===== src/rtl/alu_cmd_sequencer.sv =====
// Host-side driver for the ALU start/done handshake: buffers commands in a small FIFO,
// runs one ALU operation at a time with a completion timeout, and returns one response per command.
module alu_cmd_sequencer #(
    parameter int DEPTH   = 4,
    parameter int TIMEOUT = 64,
    parameter int CW      = 8
) (
    input  logic        clk,
    input  logic        reset,
    input  logic        cmd_valid,
    output logic        cmd_ready,
    input  logic [2:0]  cmd_op,
    input  logic [7:0]  cmd_a,
    input  logic [7:0]  cmd_b,
    output logic        alu_start,
    output logic [2:0]  alu_op,
    output logic [7:0]  alu_a,
    output logic [7:0]  alu_b,
    input  logic        alu_done,
    input  logic [15:0] alu_result,
    output logic        rsp_valid,
    input  logic        rsp_ready,
    output logic [15:0] rsp_result,
    output logic [2:0]  rsp_op,
    output logic        rsp_err,
    output logic        rsp_timeout,
    output logic        busy
);

    localparam int            AW       = $clog2(DEPTH);
    localparam logic [CW-1:0] LAST_CNT = CW'(TIMEOUT - 1);
    localparam logic [CW-1:0] CNT_ONE  = {{(CW-1){1'b0}}, 1'b1};
    localparam logic [AW:0]   PTR_ONE  = {{AW{1'b0}}, 1'b1};
    localparam logic [2:0]    OP_ILLEGAL = 3'b111;

    typedef enum logic [1:0] {S_IDLE, S_ISSUE, S_WAIT, S_RESP} state_t;

    state_t        state_q, state_d;
    logic [18:0]   fifo_mem [DEPTH];
    logic [AW:0]   wr_ptr_q, rd_ptr_q;
    logic [CW-1:0] cnt_q, cnt_d;
    logic          done_q;
    logic [2:0]    op_q, op_d;
    logic [7:0]    a_q, a_d, b_q, b_d;
    logic [15:0]   res_q, res_d;
    logic [2:0]    rop_q, rop_d;
    logic          err_q, err_d, to_q, to_d;
    logic          full, empty, push, pop, done_rise;
    logic [18:0]   head;

    // Extra pointer MSB separates full from empty when the index bits match.
    assign empty     = (wr_ptr_q == rd_ptr_q);
    assign full      = (wr_ptr_q[AW] != rd_ptr_q[AW]) && (wr_ptr_q[AW-1:0] == rd_ptr_q[AW-1:0]);
    assign push      = cmd_valid && !full;
    assign head      = fifo_mem[rd_ptr_q[AW-1:0]];
    assign done_rise = alu_done && !done_q;

    always_ff @(posedge clk) begin
        if (push) begin
            fifo_mem[wr_ptr_q[AW-1:0]] <= {cmd_op, cmd_a, cmd_b};
        end
    end

    always_ff @(posedge clk or negedge reset) begin
        if (!reset) begin
            state_q  <= S_IDLE;
            wr_ptr_q <= '0;
            rd_ptr_q <= '0;
            cnt_q    <= '0;
            done_q   <= 1'b0;
            op_q     <= '0;
            a_q      <= '0;
            b_q      <= '0;
            res_q    <= '0;
            rop_q    <= '0;
            err_q    <= 1'b0;
            to_q     <= 1'b0;
        end else begin
            state_q <= state_d;
            if (push) wr_ptr_q <= wr_ptr_q + PTR_ONE;
            if (pop)  rd_ptr_q <= rd_ptr_q + PTR_ONE;
            cnt_q   <= cnt_d;
            done_q  <= alu_done;
            op_q    <= op_d;
            a_q     <= a_d;
            b_q     <= b_d;
            res_q   <= res_d;
            rop_q   <= rop_d;
            err_q   <= err_d;
            to_q    <= to_d;
        end
    end

    always_comb begin
        state_d = state_q;
        cnt_d   = cnt_q;
        op_d    = op_q;
        a_d     = a_q;
        b_d     = b_q;
        res_d   = res_q;
        rop_d   = rop_q;
        err_d   = err_q;
        to_d    = to_q;
        pop     = 1'b0;
        case (state_q)
            S_IDLE: begin
                if (!empty) begin
                    pop = 1'b1;
                    if (head[18:16] == OP_ILLEGAL) begin
                        res_d   = '0;
                        rop_d   = OP_ILLEGAL;
                        err_d   = 1'b1;
                        to_d    = 1'b0;
                        state_d = S_RESP;
                    end else begin
                        op_d    = head[18:16];
                        a_d     = head[15:8];
                        b_d     = head[7:0];
                        state_d = S_ISSUE;
                    end
                end
            end
            S_ISSUE: begin
                cnt_d   = '0;
                state_d = S_WAIT;
            end
            S_WAIT: begin
                // A done edge on the last counted cycle still counts as completion.
                if (done_rise) begin
                    res_d   = alu_result;
                    rop_d   = op_q;
                    err_d   = 1'b0;
                    to_d    = 1'b0;
                    state_d = S_RESP;
                end else if (cnt_q == LAST_CNT) begin
                    res_d   = '0;
                    rop_d   = op_q;
                    err_d   = 1'b0;
                    to_d    = 1'b1;
                    state_d = S_RESP;
                end else begin
                    cnt_d = cnt_q + CNT_ONE;
                end
            end
            S_RESP: begin
                if (rsp_ready) state_d = S_IDLE;
            end
            default: state_d = S_IDLE;
        endcase
    end

    assign cmd_ready   = !full;
    assign alu_start   = (state_q == S_ISSUE);
    assign alu_op      = op_q;
    assign alu_a       = a_q;
    assign alu_b       = b_q;
    assign rsp_valid   = (state_q == S_RESP);
    assign rsp_result  = res_q;
    assign rsp_op      = rop_q;
    assign rsp_err     = err_q;
    assign rsp_timeout = to_q;
    assign busy        = (state_q != S_IDLE) || !empty;

endmodule


===== config.mk =====
export PLATFORM = sky130hd
export DESIGN_NAME = alu_cmd_sequencer
export DESIGN_NICKNAME = d
export VERILOG_FILES = /design/src/rtl/alu_cmd_sequencer.sv
export SDC_FILE = /design/constraint.sdc
export NUM_CORES = 1
export LEC_CHECK = 0
export CELL_PAD_IN_SITES_DETAIL_PLACEMENT = 0
export CELL_PAD_IN_SITES_GLOBAL_PLACEMENT = 2
export CORE_ASPECT_RATIO = 0.6
export CORE_MARGIN = 10
export CORE_UTILIZATION = 39
export DETAILED_ROUTE_END_ITERATION = 6
export PLACE_DENSITY = 0.92
export SLEW_MARGIN = 20
export SYNTH_ARGS = -nofsm -noshare
export SYNTH_HDL_FRONTEND = slang
export SYNTH_SLANG_ARGS = --single-unit

===== constraint.sdc =====
create_clock -name clk -period 2.5 [get_ports clk]
set_input_delay 0.375 -clock clk [delete_from_list [all_inputs] [get_ports clk]]
set_output_delay 0.375 -clock clk [all_outputs]
set_load 0.01 [all_outputs]

Word-level counts from Yosys, hierarchy flattened
Memory sizes are Yosys's and may differ from the RTL's.
Cells that the tools add are included.
{"block": "word_totals", "ramBits": 76, "register_bits": 57, "word_cells": 80, "memories": 1, "input_bits": 40, "output_inout_bits": 44}
{"block": "op_classes", "n_bitwise": 2, "n_eq_ne": 14, "n_reduce_logical": 15, "addsub": 3, "n_mux": 33}
{"memory": "fifo_mem", "depth": 4, "word_bits": 19, "rd": 1, "rd_clocked_by_memory_dff": 0, "write_ports": 1, "line_no": "39", "source": "logic [18:0] fifo_mem [DEPTH];"}
{"operator": "16-bit 2-to-1 mux", "count": 4}
{"operator": "16-bit one-hot mux with 2 select lines", "count": 1}
{"operator": "8-bit 2-to-1 mux", "count": 2}
{"operator": "8-bit one-hot mux with 2 select lines", "count": 1}
{"operator": "1-bit 2-to-1 mux", "count": 12}
{"operator": "3-bit 2-to-1 mux", "count": 4}
{"operator": "2-bit 2-to-1 mux", "count": 5}
{"operator": "3-bit AND reduction", "count": 3}
{"operator": "8-bit by 1-bit adder with 8-bit output, second input constant", "count": 1}
{"operator": "8-bit by 6-bit == test with 1-bit output, second input constant", "count": 1}
{"operator": "2-bit inequality test, second input constant", "count": 4}
{"operator": "2-bit one-hot mux with 4 select lines", "count": 1}
{"operator": "3-bit by 1-bit adder with 3-bit output, second input constant", "count": 2}
{"operator": "3-bit one-hot mux with 2 select lines", "count": 1}
{"operator": "2-bit nonzero test", "count": 3}
{"operator": "2-bit == test, second input constant", "count": 2}
{"operator": "1-bit one-hot mux with 2 select lines", "count": 2}
{"operator": "4-bit AND reduction", "count": 1}
{"operator": "3-bit == test", "count": 1}
{"operator": "3-bit == test, second input constant", "count": 1}
{"operator": "1-bit logical AND", "count": 3}
{"operator": "1-bit logical NOT", "count": 3}
{"operator": "3-bit inequality test, second input constant", "count": 1}
{"operator": "2-bit by 1-bit == test with 1-bit output, second input constant", "count": 1}
{"operator": "6 further kinds", "count": 7}

Longest topological paths before layout
Gate-level depths: netlist of run 1.
{"block": "depth", "word_depth": 6, "depth_mapped": 8, "mapped_depth_nobuf": 6}

Least setup slack after synthesis of run 1
Ideal clock, no wire load.
{"block": "synth_timing", "path_type": "reg2reg", "from": "register rd_ptr_q[0]", "to": "register err_q (netlist: rsp_err)", "n_path_buf": 2, "path_stages_with_launch": 7, "setup_ns": 0.125, "slack_ns": 0.396, "arrival_time_ns": 1.979, "required_time_ns": 2.375, "period_less_slack_ns": 2.104, "path_cell_list": "dfrtp_1 buf_6 mux4_2 and3_4 o2111ai_4 buf_12 mux2_4"}
{"block": "synth_between", "elab_chain_len": 4, "word_cells_on_any_way": 6, "classes_between": "eq/ne (4); reduce/logical (1); memory (1)"}
{"element": "from (decl)", "line_no": "40", "source": "logic [AW:0] wr_ptr_q, rd_ptr_q;"}
{"element": "from (signal assigned)", "line_no": "81", "source": "if (pop) rd_ptr_q <= rd_ptr_q + PTR_ONE;"}
{"element": "memory 4 x 19 bit"}
{"element": "3-bit == test", "line_no": "109", "source": "if (head[18:16] == OP_ILLEGAL) begin"}
{"element": "2-bit inequality test (no source line)"}
{"element": "4-bit AND reduction (no source line) (*)"}
{"element": "to (signal assigned)", "line_no": "89", "source": "err_q <= err_d;"}
{"element": "to (decl)", "line_no": "47", "source": "logic err_q, err_d, to_q, to_d;"}
Every way passes the cells marked *; elsewhere a longest branch is shown, timed or not.
A chain may end at the register's enable or synchronous reset.

Worst setup path after layout of run 1
{"block": "layout_timing", "from": "register rd_ptr_q[0]", "to": "output cmd_ready"}
{"block": "layout_between", "elab_chain_len": 3}
{"element": "2-bit == test", "line_no": "53", "source": "assign full = (wr_ptr_q[AW] != rd_ptr_q[AW]) && (wr_ptr_q[AW-1:0] == rd_ptr_q[AW-1:0]);"}
{"element": "1-bit logical AND", "line_no": "53"}
{"element": "1-bit logical NOT", "line_no": "152", "source": "assign cmd_ready = !full;"}
{"element": "to (decl)", "line_no": "11", "source": "output logic cmd_ready,"}
Every way passes these cells.

==> impl_metrics.tcl, run 1 <==
set metrics [dict create \
    status "complete, no violations" \
    yosys_warnings 0 \
    worstSetupPathType "reg -> out" \
    synth_area_leaders "edfxtp_1, dfrtp_1, mux4_2" \
    cp.arrival_ns 2.00 \
    antenna_found_initial 0 \
    synth_top_area_share_pct 41.6 \
    critPathMaxStageDelay_ns 0.52 \
    clockBufferDepth 2 \
    antenna_cells 0 \
    tightest_slew_ns 0.767 \
    startpoint_type "flip-flop" \
    rsz0062_at_grt "no" \
    reg2reg_to "rsp_result[13]" \
    grt_max_degree 58 \
    dieWidth_um 173 \
    r2r_setup_slack_ns 0.20 \
    drive_above_1_share_pct 20.2 \
    synth.avg_cell_area_um2 16.7 \
    min_path_type "in -> async" \
    fillCellCount 1170 \
    drc 0 \
    yosys.area_share.adder_pct 2.51 \
    io_pins 84 \
    ys_types 37 \
    cts_max_level 4 \
    cts_buffers 17 \
    combinationalPowerShare_pct 36.2 \
    hpwlAfterDp_mm 7.79 \
    cts_tree "done" \
    clk_pin_slew_ns 0.06 \
    synth_fp_nets 380 \
    p_sw_mw 2.80 \
    synth_mux_area_share_pct 16.3 \
    synth-simple-area-share_pct 5.22 \
    holdBufCountCts 0 \
    wire_per_inst_um 17.5 \
    timing.rr.start "rd_ptr_q[0]" \
    clockRootBuffer "clkbuf_16" \
    critPathSlowestCell "clkdlybuf4s50_1" \
    ys_ff_latch 133 \
    die_y_um 112 \
    grt_pass1_wl_mm 17.8 \
    ir_drop_mv 0.495 \
    leakage_nw 2.78 \
    start_util_pct 40.0 \
    synth_area_um2 5480 \
    critPathRequiredTime_ns 2.12 \
    maxSlewViolCount 0 \
    min_period_ns 2.38 \
    grt_usage_pct 11.9 \
    crit_fanout 8 \
    numPortBuffers 83 \
    end_kind "primary output" \
    hold_viol_final 0 \
    regArea_um2 3710 \
    post-cts-setup-buffer-count 0 \
    p_clk_share_pct 27.2 \
    place_congestion 0.746 \
    grt-ovfl-total 0 \
    p_sw_share_pct 31.1 \
    crit_buf_inv 2 \
    tns_ns 0 \
    grt_pass1_vias 3237 \
    via_count 3066 \
    cpLargestDelayFamily "buffers and inverters" \
    p_per_area_nw_per_um2 1250 \
    clock_sinks 133 \
    core_area_um2 13700 \
    synth_seq_area_share_pct 67.6 \
    crit_chain "buf_4 > xnor2_2 > nand3_1 > clkdlybuf4s50_1" \
    final_cells 642 \
    postRouteAntennaNets 0 \
    synth_top_cell_by_area "edfxtp_1" \
    worstSkewPairLatency_ns 0.41 \
    synth_compound_area_share_pct 3.74 \
    synth-xor-area-share_pct 1.28 \
    fin_worst_skew_ns 0.00649 \
    first_iter_violations 118 \
    final_nets 488 \
    routed_wl_mm 11.2 \
    report.power.total_mw 9.02 \
    max_freq_ghz 0.420 \
    fin_crit_sh_pct 95.2 \
    rows 33 \
    relSlewSlack_pct 48.9 \
    die-area_um2 19400 \
    finalSetupViolCount 0 \
    synth_top_family_by_area "multiplexers" \
    drv_cap 0 \
    dpl.cell_count 610 \
    p_int_mw 6.21 \
    power_frac_seq_pct 36.5 \
    netlist_instances 329 \
    reg2reg_depth 5 \
    drtPass1Iterations 4 \
    multi_input_area_um2 1600 \
    area_growth_syn_to_layout_pct 31.3 \
    routed_via_density 4.78 \
]
-- power groups by stage --
| stage | registers, mW | logic [mW] | clock network (mW) |
|---|---|---|---|
| finish | 3.29 | 3.27 | 2.46 |
| global route | 3.37 | 3.57 | 2.62 |
| CTS | 3.31 | 3.35 | 2.52 |
| detailed placement | 3.34 | 3.33 | 0 |
| global placement | 3.31 | 3.26 | 0 |
| floorplan | 3.37 | 2.08 | 0 |
-- cell families (layout without fill, tap and decap cells) --
group | Yosys count | after routing
flip-flops | 133 | 133
multiplexers | 60 | 60
AND/OR/NAND/NOR | 54 | 54
buffers and inverters | 37 | 158
AO/OA/AOI/OAI | 26 | 26
adder cells (fa/ha/maj) | 11 | 11
XOR/XNOR | 8 | 8
-- metrics by stage --
stage | worst slack (ns) | util (%) | cell area [um^2] | hold WS, ns
floorplan | 0.396 | - | 5480 | 0.0794
global placement | 0.298 | 48.1 | 6590 | 0.490
detailed placement | 0.165 | 48.1 | 6590 | 0.496
CTS | 0.0414 | 52.5 | 7200 | 0.145
global route | 0.0239 | 52.5 | 7200 | 0.160
finish | 0.121 | 52.5 | 7200 | 0.112
-- cell usage in the layout, fill, tap and decap left out, types with 2 or more instances in the layout --
cell type / n
clkdlybuf4s50_1: 81
edfxtp_1: 76
dfrtp_1: 57
inv_1: 26
nand2_1: 25
mux2i_1: 20
mux2_2: 18
clkbuf_16: 17
buf_4: 17
mux4_2: 14
ha_1: 11
o21ai_0: 9
nand2b_1: 7
a22o_1: 7
mux4_1: 5
xnor2_1: 4
nand3_1: 4
and2_1: 4
nor2_1: 4
clkinv_4: 4
xor2_1: 3
mux2_4: 3
o22a_1: 3
inv_8: 3
inv_6: 3
or3_1: 2
or2_2: 2
o31ai_1: 2
bufinv_16: 2
-- synth_stat cells --
| cell type | number |
|---|---|
| xnor2_1 | 5 |
| nand3_1 | 4 |
| or2_2 | 2 |
| nand2b_1 | 7 |
| edfxtp_1 | 76 |
| nand4bb_1 | 1 |
| buf_6 | 3 |
| nand4_1 | 1 |
| nand2_1 | 25 |
| clkbuf_1 | 4 |
| o31ai_1 | 2 |
| buf_12 | 1 |
| mux4_2 | 14 |
| nand3b_1 | 1 |
| mux2i_1 | 20 |
| nor2_8 | 1 |
| a22o_1 | 7 |
| mux2_4 | 3 |
| xor2_1 | 3 |
| ha_1 | 11 |
| and2_1 | 4 |
| a31oi_1 | 1 |
| inv_1 | 26 |
| dfrtp_1 | 57 |
| buf_2 | 3 |
| or3_1 | 2 |
| o21ai_0 | 9 |
| nor2_1 | 4 |
| mux2_2 | 18 |
| a31o_2 | 1 |
| o2111ai_4 | 1 |
| and3_4 | 1 |
| or4_1 | 1 |
| mux4_1 | 5 |
| o22a_1 | 3 |
| o311ai_1 | 1 |
| o211ai_1 | 1 |
-- routing by layer --
metal  share of wire, %  track usage (%)
met1                 46             15.3
met2                 45             17.5
met3                7.4             5.90
met4               0.74             2.75
met5                  0                0
-- final cells by class --
type,count,share of cell area [%]
Timing Repair Buffer,100,13.3
Clock buffer,17,5.91
Inverter,26,1.36
Multi-Input combinational cell,159,22.2
Sequential cell,133,51.5
Clock inverter,15,2.38
Tap cell,192,3.34
-- how the worst max path moves through the flow --
stage	start	to	cells past startpoint
floorplan	rd_ptr_q[0]	rsp_err	6
global route	rd_ptr_q[0]	rsp_result[13]	5
detailed placement	rd_ptr_q[0]	rsp_result[13]	5
CTS	rd_ptr_q[0]	busy	4
finish	rd_ptr_q[0]	cmd_ready	4
global placement	rd_ptr_q[0]	rsp_result[2]	5
-- sequential cells by signal, indices dropped and copies added (netlist names), 2 cells and up --
signal	flops
rsp_op	3
cnt_q	8
state_q	2
wr_ptr_q	3
rsp_result	16
alu_op	3
rd_ptr_q	3
fifo_mem	76
alu_b	8
alu_a	8
-- what timing repair did --
item                                    4_1_cts  5_1_grt
gates resized for setup                       1        1
endpoints found under the setup margin        2        1
endpoints found under the hold margin         0        0
No activity file was read; power rests on OpenSTA's default activity.
==> inputs of run 2 (changes only) <==
--- a/config.mk
+++ b/config.mk
@@ -16,3 +16,4 @@
 export SYNTH_ARGS = -nofsm -noshare
 export SYNTH_HDL_FRONTEND = slang
 export SYNTH_SLANG_ARGS = --single-unit
+export TNS_END_PERCENT = 1
==> results of run 2 <==
The final DEF is identical to that of run 1; final timing and power are the same.
